**src/rtl/cpu_ctrl_pkg.sv**
```systemverilog
// Shared control definitions for the 5-stage CPU pipeline.
// Hazard FSM encodings, register-zero and NOP/bubble constants.
package cpu_ctrl_pkg;

    typedef enum logic [1:0] {
        ST_RUN     = 2'd0,
        ST_LOADUSE = 2'd1,
        ST_MEMWAIT = 2'd2,
        ST_FLUSH   = 2'd3
    } hz_state_e;

    localparam logic [4:0]  REG_ZERO  = 5'd0;
    localparam logic [31:0] NOP_INSTR = 32'h0000_0013;

    typedef struct packed {
        logic pc_write;
        logic ifid_write;
        logic ifid_flush;
        logic idex_flush;
        logic exmem_flush;
        logic pipe_hold;
    } hz_ctrl_t;

    localparam hz_ctrl_t CTRL_RUN  = '{1'b1, 1'b1, 1'b0, 1'b0, 1'b0, 1'b0};
    localparam hz_ctrl_t CTRL_HOLD = '{1'b0, 1'b0, 1'b0, 1'b0, 1'b0, 1'b1};
    localparam hz_ctrl_t CTRL_BR   = '{1'b1, 1'b1, 1'b1, 1'b1, 1'b1, 1'b0};
    localparam hz_ctrl_t CTRL_LU   = '{1'b0, 1'b0, 1'b0, 1'b1, 1'b0, 1'b0};

endpackage

```
**src/rtl/sat_counter.sv**
```systemverilog
// Saturating up-counter with synchronous clear.
// Holds at all-ones instead of wrapping.
module sat_counter #(
    parameter int W = 16
) (
    input  logic         clk_i,
    input  logic         rst_i,
    input  logic         inc_i,
    input  logic         clr_i,
    output logic [W-1:0] cnt_o
);

    always_ff @(posedge clk_i or negedge rst_i) begin
        if (!rst_i) begin
            cnt_o <= '0;
        end else if (clr_i) begin
            cnt_o <= '0;
        end else if (inc_i && (cnt_o != '1)) begin
            cnt_o <= cnt_o + W'(1);
        end
    end

endmodule

```
**src/rtl/hazard_ctrl.sv**
```systemverilog
// Pipeline hazard controller: load-use bubble, taken-branch flush,
// data-memory wait freeze, plus saturating stall/flush statistics.
module hazard_ctrl
    import cpu_ctrl_pkg::*;
#(
    parameter int CNT_W    = 16,
    parameter int MAX_WAIT = 255
) (
    input  logic             clk_i,
    input  logic             rst_i,
    input  logic [4:0]       rs_ID_i,
    input  logic [4:0]       rt_ID_i,
    input  logic             useRt_ID_i,
    input  logic [4:0]       rt_EX_i,
    input  logic             MemRead_EX_i,
    input  logic             BranchTaken_MEM_i,
    input  logic             MemReq_MEM_i,
    input  logic             MemReady_i,
    output logic             PCWrite_o,
    output logic             IFID_Write_o,
    output logic             IFID_Flush_o,
    output logic             IDEX_Flush_o,
    output logic             EXMEM_Flush_o,
    output logic             PipeHold_o,
    output logic [1:0]       state_o,
    output logic [CNT_W-1:0] stall_cnt_o,
    output logic [CNT_W-1:0] flush_cnt_o,
    output logic             mem_timeout_o
);

    localparam logic [15:0] WAIT_LIM = 16'(MAX_WAIT);

    hz_state_e   state_q;
    hz_state_e   state_d;
    hz_ctrl_t    ctrl;
    hz_ctrl_t    ctrl_out;
    logic        mw;
    logic        br;
    logic        lu;
    logic [15:0] wait_q;

    always_comb begin
        mw = MemReq_MEM_i & ~MemReady_i;
        br = BranchTaken_MEM_i;
        // IF/ID holds a flushed NOP right after a branch flush
        lu = MemRead_EX_i
           & (rt_EX_i != REG_ZERO)
           & ((rt_EX_i == rs_ID_i) | (useRt_ID_i & (rt_EX_i == rt_ID_i)))
           & (state_q != ST_FLUSH);
        ctrl    = CTRL_RUN;
        state_d = ST_RUN;
        if (mw) begin
            ctrl    = CTRL_HOLD;
            state_d = ST_MEMWAIT;
        end else if (br) begin
            ctrl    = CTRL_BR;
            state_d = ST_FLUSH;
        end else if (lu) begin
            ctrl    = CTRL_LU;
            state_d = ST_LOADUSE;
        end
        ctrl_out = rst_i ? ctrl : CTRL_RUN;
    end

    always_ff @(posedge clk_i or negedge rst_i) begin
        if (!rst_i) begin
            state_q <= ST_RUN;
        end else begin
            state_q <= state_d;
        end
    end

    // Timeout is sticky; the access itself is never aborted
    always_ff @(posedge clk_i or negedge rst_i) begin
        if (!rst_i) begin
            wait_q        <= '0;
            mem_timeout_o <= 1'b0;
        end else if (mw) begin
            if (wait_q != WAIT_LIM) begin
                wait_q <= wait_q + 16'd1;
            end
            if (wait_q == WAIT_LIM - 16'd1) begin
                mem_timeout_o <= 1'b1;
            end
        end else begin
            wait_q <= '0;
        end
    end

    sat_counter #(
        .W(CNT_W)
    ) u_stall_cnt (
        .clk_i(clk_i),
        .rst_i(rst_i),
        .inc_i(~ctrl_out.pc_write),
        .clr_i(1'b0),
        .cnt_o(stall_cnt_o)
    );

    sat_counter #(
        .W(CNT_W)
    ) u_flush_cnt (
        .clk_i(clk_i),
        .rst_i(rst_i),
        .inc_i(ctrl_out.exmem_flush),
        .clr_i(1'b0),
        .cnt_o(flush_cnt_o)
    );

    assign PCWrite_o     = ctrl_out.pc_write;
    assign IFID_Write_o  = ctrl_out.ifid_write;
    assign IFID_Flush_o  = ctrl_out.ifid_flush;
    assign IDEX_Flush_o  = ctrl_out.idex_flush;
    assign EXMEM_Flush_o = ctrl_out.exmem_flush;
    assign PipeHold_o    = ctrl_out.pipe_hold;
    assign state_o       = state_q;

endmodule
```
**config.mk**
```make
export PLATFORM = sky130hd
export DESIGN_NAME = hazard_ctrl
export DESIGN_NICKNAME = d
export VERILOG_FILES = /design/src/rtl/cpu_ctrl_pkg.sv /design/src/rtl/sat_counter.sv /design/src/rtl/hazard_ctrl.sv
export SDC_FILE = /design/constraint.sdc
export NUM_CORES = 1
export LEC_CHECK = 0
export CAP_MARGIN = 15
export CELL_PAD_IN_SITES_DETAIL_PLACEMENT = 1
export CELL_PAD_IN_SITES_GLOBAL_PLACEMENT = 1
export CORE_ASPECT_RATIO = 0.8
export CORE_MARGIN = 1
export CORE_UTILIZATION = 42
export CTS_BUF_LIST = sky130_fd_sc_hd__clkbuf_8
export DETAILED_ROUTE_END_ITERATION = 8
export PLACE_DENSITY = 0.91
export SETUP_SLACK_MARGIN = 0.05
export SLEW_MARGIN = 20
export SYNTH_ARGS = -nofsm -noshare
export SYNTH_HDL_FRONTEND = slang
export SYNTH_SLANG_ARGS = --single-unit
```
**constraint.sdc**
```tcl
create_clock -name clk_i -period 3 [get_ports clk_i]
set_input_delay 0.6 -clock clk_i [delete_from_list [all_inputs] [get_ports clk_i]]
set_output_delay 0.6 -clock clk_i [all_outputs]
set_load 0.02 [all_outputs]
```
Word level (Yosys, flattened, before mapping)
Cells that the tools add are included.
{ "totals": {"ff_bits": 51, "word_cells": 37, "output_inout_bits": 41, "input_bits": 22} }
{ "op_classes": {"n_addsub": 3, "n_reduce_logical": 4, "eq_ne": 8, "n_bitwise": 8, "mux": 9} }
{ "ops": {"columns": ["cell", "n"], "rows": [
  ["adder 16 x 1 -> 16 bit (second input constant)", 3],
  ["2-to-1 mux 16 bit", 2],
  ["!= test 16 bit (second input constant)", 2],
  ["2-to-1 mux 6 bit", 4],
  ["equality test 16 x 8 -> 1 bit (second input constant)", 1],
  ["!= test 16 x 8 -> 1 bit (second input constant)", 1],
  ["equality test 5 bit", 2],
  ["bitwise AND 1 bit", 5],
  ["nonzero test 5 bit", 1],
  ["2-to-1 mux 2 bit", 2],
  ["logical AND 1 bit", 2],
  ["!= test 2 x 1 -> 1 bit (second input constant)", 1],
  ["!= test 2 bit (second input constant)", 1],
  ["NOT 1 bit", 2],
  ["AND reduction 2 bit", 1],
  ["2-to-1 mux 1 bit", 1],
  ["bitwise OR 1 bit", 1]
]} }

Depth between registers and ports, before layout
Gate-level depths: netlist (run 1).
{ "depth": {"word_depth": 11, "depth_mapped": 8, "ltp_nobuf": 7} }

Modules after synthesis
Synthesis (run 1) repeated with hierarchy kept, for this count alone.
{ "unflattened": {"cells_unflattened": 327, "area_unflattened_um2": 3131.8} }
{ "by_module_without_submodules": {"columns": ["module", "n_inst", "seq_area_each_um2", "area_each_um2", "cells_each"], "rows": [
  ["sat_counter", 2, 400.4, 942.2, 98],
  ["hazard_ctrl", 1, 475.5, 1247.4, 131]
]} }

Worst setup path before layout (run 1)
Ideal clock, no wire load.
{ "synth_path": {"path_kind": "in2out", "from": "in rt_EX_i[3]", "to": "out PCWrite_o", "n_path_buf": 1, "arrival_time_ns": 1.914, "required_time_ns": 2.400, "path_stages": 6, "path_slack_ns": 0.486, "cell_sequence": "xor2_1 > nor4_2 > a32oi_1 > o21ai_1 > inv_1 > buf_4"} }
{ "synth_between": {"elab_chain_cells": 9, "word_cells_on_any_way": 12, "cone_classes": "eq/ne: 2; mux: 4; bitwise: 5; reduce/logical: 1"} }
{ "synth_lines": {"columns": ["item", "line", "source"], "rows": [
  ["start, declared", "hazard_ctrl.sv:14", "input logic [4:0] rt_EX_i,"],
  ["equality test 5 bit", "hazard_ctrl.sv:48", "& ((rt_EX_i == rs_ID_i) | (useRt_ID_i & (rt_EX_i == rt_ID_i)))"],
  ["bitwise AND 1 bit", "hazard_ctrl.sv:48", null],
  ["bitwise OR 1 bit", "hazard_ctrl.sv:48", null],
  ["bitwise AND 1 bit (*)", "hazard_ctrl.sv:48", null],
  ["bitwise AND 1 bit (*)", "hazard_ctrl.sv:49", "& (state_q != ST_FLUSH);"],
  ["2-to-1 mux 6 bit (*)", "hazard_ctrl.sv:58", "end else if (lu) begin"],
  ["2-to-1 mux 6 bit (*)", "hazard_ctrl.sv:55", "end else if (br) begin"],
  ["2-to-1 mux 6 bit (*)", "hazard_ctrl.sv:52", "if (mw) begin"],
  ["2-to-1 mux 6 bit (*)", "hazard_ctrl.sv:62", "ctrl_out = rst_i ? ctrl : CTRL_RUN;"],
  ["end, declared", "hazard_ctrl.sv:19", "output logic PCWrite_o,"]
]} }
Mark *: on every way between the ends. The rest lies on a longest branch, timed or not.

Final worst setup path (run 1)
{ "layout_path": {"from": "in MemReq_MEM_i", "to": "out PipeHold_o"} }
{ "layout_between": {"elab_chain_cells": 3} }
{ "layout_lines": {"columns": ["item", "line", "source"], "rows": [
  ["start, declared", "hazard_ctrl.sv:17", "input logic MemReq_MEM_i,"],
  ["bitwise AND 1 bit", "hazard_ctrl.sv:43", "mw = MemReq_MEM_i & ~MemReady_i;"],
  ["2-to-1 mux 6 bit", "hazard_ctrl.sv:52", null],
  ["2-to-1 mux 6 bit", "hazard_ctrl.sv:62", null],
  ["end, declared", "hazard_ctrl.sv:24", "output logic PipeHold_o,"]
]} }
Every way passes these cells.

==> results of run 1 <==
placed cells by master, fill, tap and decap left out, types with 2 or more instances in the layout:
cell type        count
nor2_1              28
inv_1                8
dlygate4sd2_1        3
nor3_1               8
nor3b_1              2
dfrtp_1             51
nand3_1             21
nand4_1             12
nor4_1               7
xnor2_1             21
clkinvlp_4           2
xor2_1              30
nor2b_1              3
ha_1                 4
nand2_1             21
or3_1                2
buf_4               13
a21oi_1              3
buf_2                3
or2_2                2
and3_1              10
nand2b_1             3
clkdlybuf4s50_1     54
clkbuf_8             5
flip-flops by register name, summed over array words and instances, names as in the netlist:
| name | count |
|---|---|
| state_o | 2 |
| mem_timeout_o | 1 |
| wait_q | 16 |
| u_flush_cnt.cnt_o | 16 |
| u_stall_cnt.cnt_o | 16 |
worst max path at each step:
stage,startpoint,to,cells past startpoint
final,MemReq_MEM_i,PipeHold_o,5
after CTS,rt_EX_i[4],IDEX_Flush_o,7
after global routing,rt_ID_i[1],IDEX_Flush_o,8
after floorplan,rt_EX_i[3],PCWrite_o,6
after detailed placement,rt_EX_i[1],IDEX_Flush_o,7
after global placement,rt_EX_i[1],IDEX_Flush_o,7
kinds of logic (layout without fill, tap and decap cells):
kind of cell             after synthesis  after routing  synth area share, %
AND/OR/NAND/NOR                      124            124                 24.2
XOR/XNOR                              51             51                 17.1
flip-flops                            51             51                 48.9
AO/OA/AOI/OAI                         15             15                 4.98
buffers and inverters                 14             91                 2.44
adder cells (fa/ha/maj)                4              4                 1.92
multiplexers                           1              1                0.431
stage by stage:
stage | hold WS [ns] | std cells
floorplan | 0.304 | 260
global placement | 0.459 | 410
detailed placement | 0.468 | 410
CTS | 0.273 | 418
global route | 0.284 | 418
finish | 0.270 | 418
worst max-delay path, cell delays in order:
cell	delay, ns
clkdlybuf4s50_1	0.48
nor2b_1	0.24
nand2_1	0.15
inv_1	0.15
clkdlybuf4s50_1	0.64
power breakdown:
part / switching, W / internal [W] / total [W]
combinational: 0.000224 / 0.000221 / 0.000445
sequential: 0.0000986 / 0.000755 / 0.000854
clock: 0.000238 / 0.000163 / 0.000401
total: 0.000561 / 0.00114 / 0.00170
layer usage:
metal | vias up | GRT usage [%]
met5 | - | 0
met4 | 0 | 6.99
met3 | 12 | 4.30
met2 | 73 | 39.3
met1 | 1097 | 30.0
li1 | 1048 | -
final cells by class:
type                    instances  share of cell area (%)
multi-input cells             195                    36.9
flip-flops and latches         51                    36.6
repair buffers                 75                    20.2
well taps                      81                    2.91
clock buffers                   5                    1.97
inverters                       8                   0.861
clock inverters                 3                   0.574
what timing repair did:
| action | CTS | global route |
|---|---|---|
| setup endpoints to repair | 3 | 1 |
| pin swaps | 4 | 1 |
| gates resized for setup | 21 | 1 |
| hold buffers | 0 | 0 |
==> flow_summary.yaml, run 1 <==
setup_path:
  reg2reg_setup_slack_ns: 0.86
  worstPathRequired_ns: 2.40
  cp_max_fo: 2
  r2r-start: "u_stall_cnt.cnt_o[0]"
  rr_worst_depth: 6
  end_kind: "output pin"
  worstPathArrival_ns: 2.26
  r2r_end: "u_stall_cnt.cnt_o[1]"
  start_kind: "primary input"
  crit_type: "in2out"
synth:
  synth_top_area_share_pct: 48.9
  syn-num-nets: 286
  synth_edf_count: 0
  synth.avg_cell_area_um2: 10.0
  syn-instance-count: 260
  synthMostInstantiatedCell: "dfrtp_1"
  seq_area_frac_synth_pct: 48.9
  synth_area_um2: 2610
  ys.flop_type: "dfrtp_1"
  ys_warn_count: 0
  synth_area_leader_cell: "dfrtp_1"
  synth_cell_types: 39
  synthArstFlopShare_pct: 100
  yosys-top-cells-count: "dfrtp_1 (51), xor2_1 (30), nor2_1 (28)"
  synth.area.top_cells: "dfrtp_1 (49%), xor2_1 (10%), xnor2_1 (7.0%)"
  ys_seq_elements: 51
grt:
  grt_pass1_wl_um: 11800
  antenna_found_initial: 0
  grt_pass1_vias: 2348
  grt_start_max_net_pins: 21
  grt_overflow: 0
  track_usage_pct: 23.0
placement:
  gp_congestion: 0.804
  port_buffers: 62
  dpl_cell_area_um2: 3390
  place_ws_ns: -0.410
  dp_hpwl_um: 5270
timing:
  fin_ws_ns: 0.144
  finClkSkew_ns: 0.0148
  timing_hold_violations_final: 0
  clock.fmax_mhz: 350
  slew_viol_final: 0
  worst-slew-pin-transition_ns: 0.464
  fin_setup_tns_ns: 0
  grt_setup_unrepaired: "no"
  final.min_clock_period_ns: 2.86
  slew_headroom_pct: 69.0
  finalSetupViolCount: 0
  fin_crit_sh_pct: 95.2
cells_and_area:
  finish.instance_area_um2: 3490
  layout.area.seq_um2: 1280
  fin_util_pct: 58.7
  antennaDiodeCount: 0
  fin_nets: 362
  final_layout_size_suffix_gt1_share_pct: 10.7
  multi_input_area_um2: 1290
  fillers: 671
  area_growth_pct: 33.6
detailed_routing:
  vias_per_cell: 5.33
  met1_length_um: 3220
  routed_wirelength_um: 7010
  met3_length_um: 374
  drt-wirelength-per-cell_um: 16.8
  wl_met2_um: 3320
  num_vias: 2230
  drt-initial-drc-count: 117
  drtAntennaViolNets: 0
  top_layer: "met4"
  drcViolationCount: 0
  firstDrtPassIters: 4
floorplanning:
  num_rows: 25
  fp.dieH_um: 72.5
  io_pins: 63
  die_x_um: 90.2
  core_um2: 5940
  die_area_um2: 6540
  start_util_pct: 43.9
pwr:
  total_leakage_power_nw: 1.52
  p_total_w: 0.00170
  ir_drop_uv: 305
  power_density_nw_per_um2: 487
clocking:
  path_clk_slew_ns: 0.10
  cts_buffers: 5
  htreeDepth: 2
  cts_tree: "built"
  clock_sinks: 51
  ctsRootBufferMaster: "clkbuf_8"
  clk_latency_ns: 0.31
  cts_setup_buffers: 0
  clockBufferDepth: 2
flow_run:
  max_cap_violations: 0
status:
  status: "finished clean"
hold_path:
  hold_class: "in2async"
(Power assumes the default switching activity.)
==> run 2, diff against run 1 <==
Settings changed: SLEW_MARGIN 20 to not set.
==> results of run 2 <==
Same layout as run 1: the final DEF is identical, and so are final timing and power.
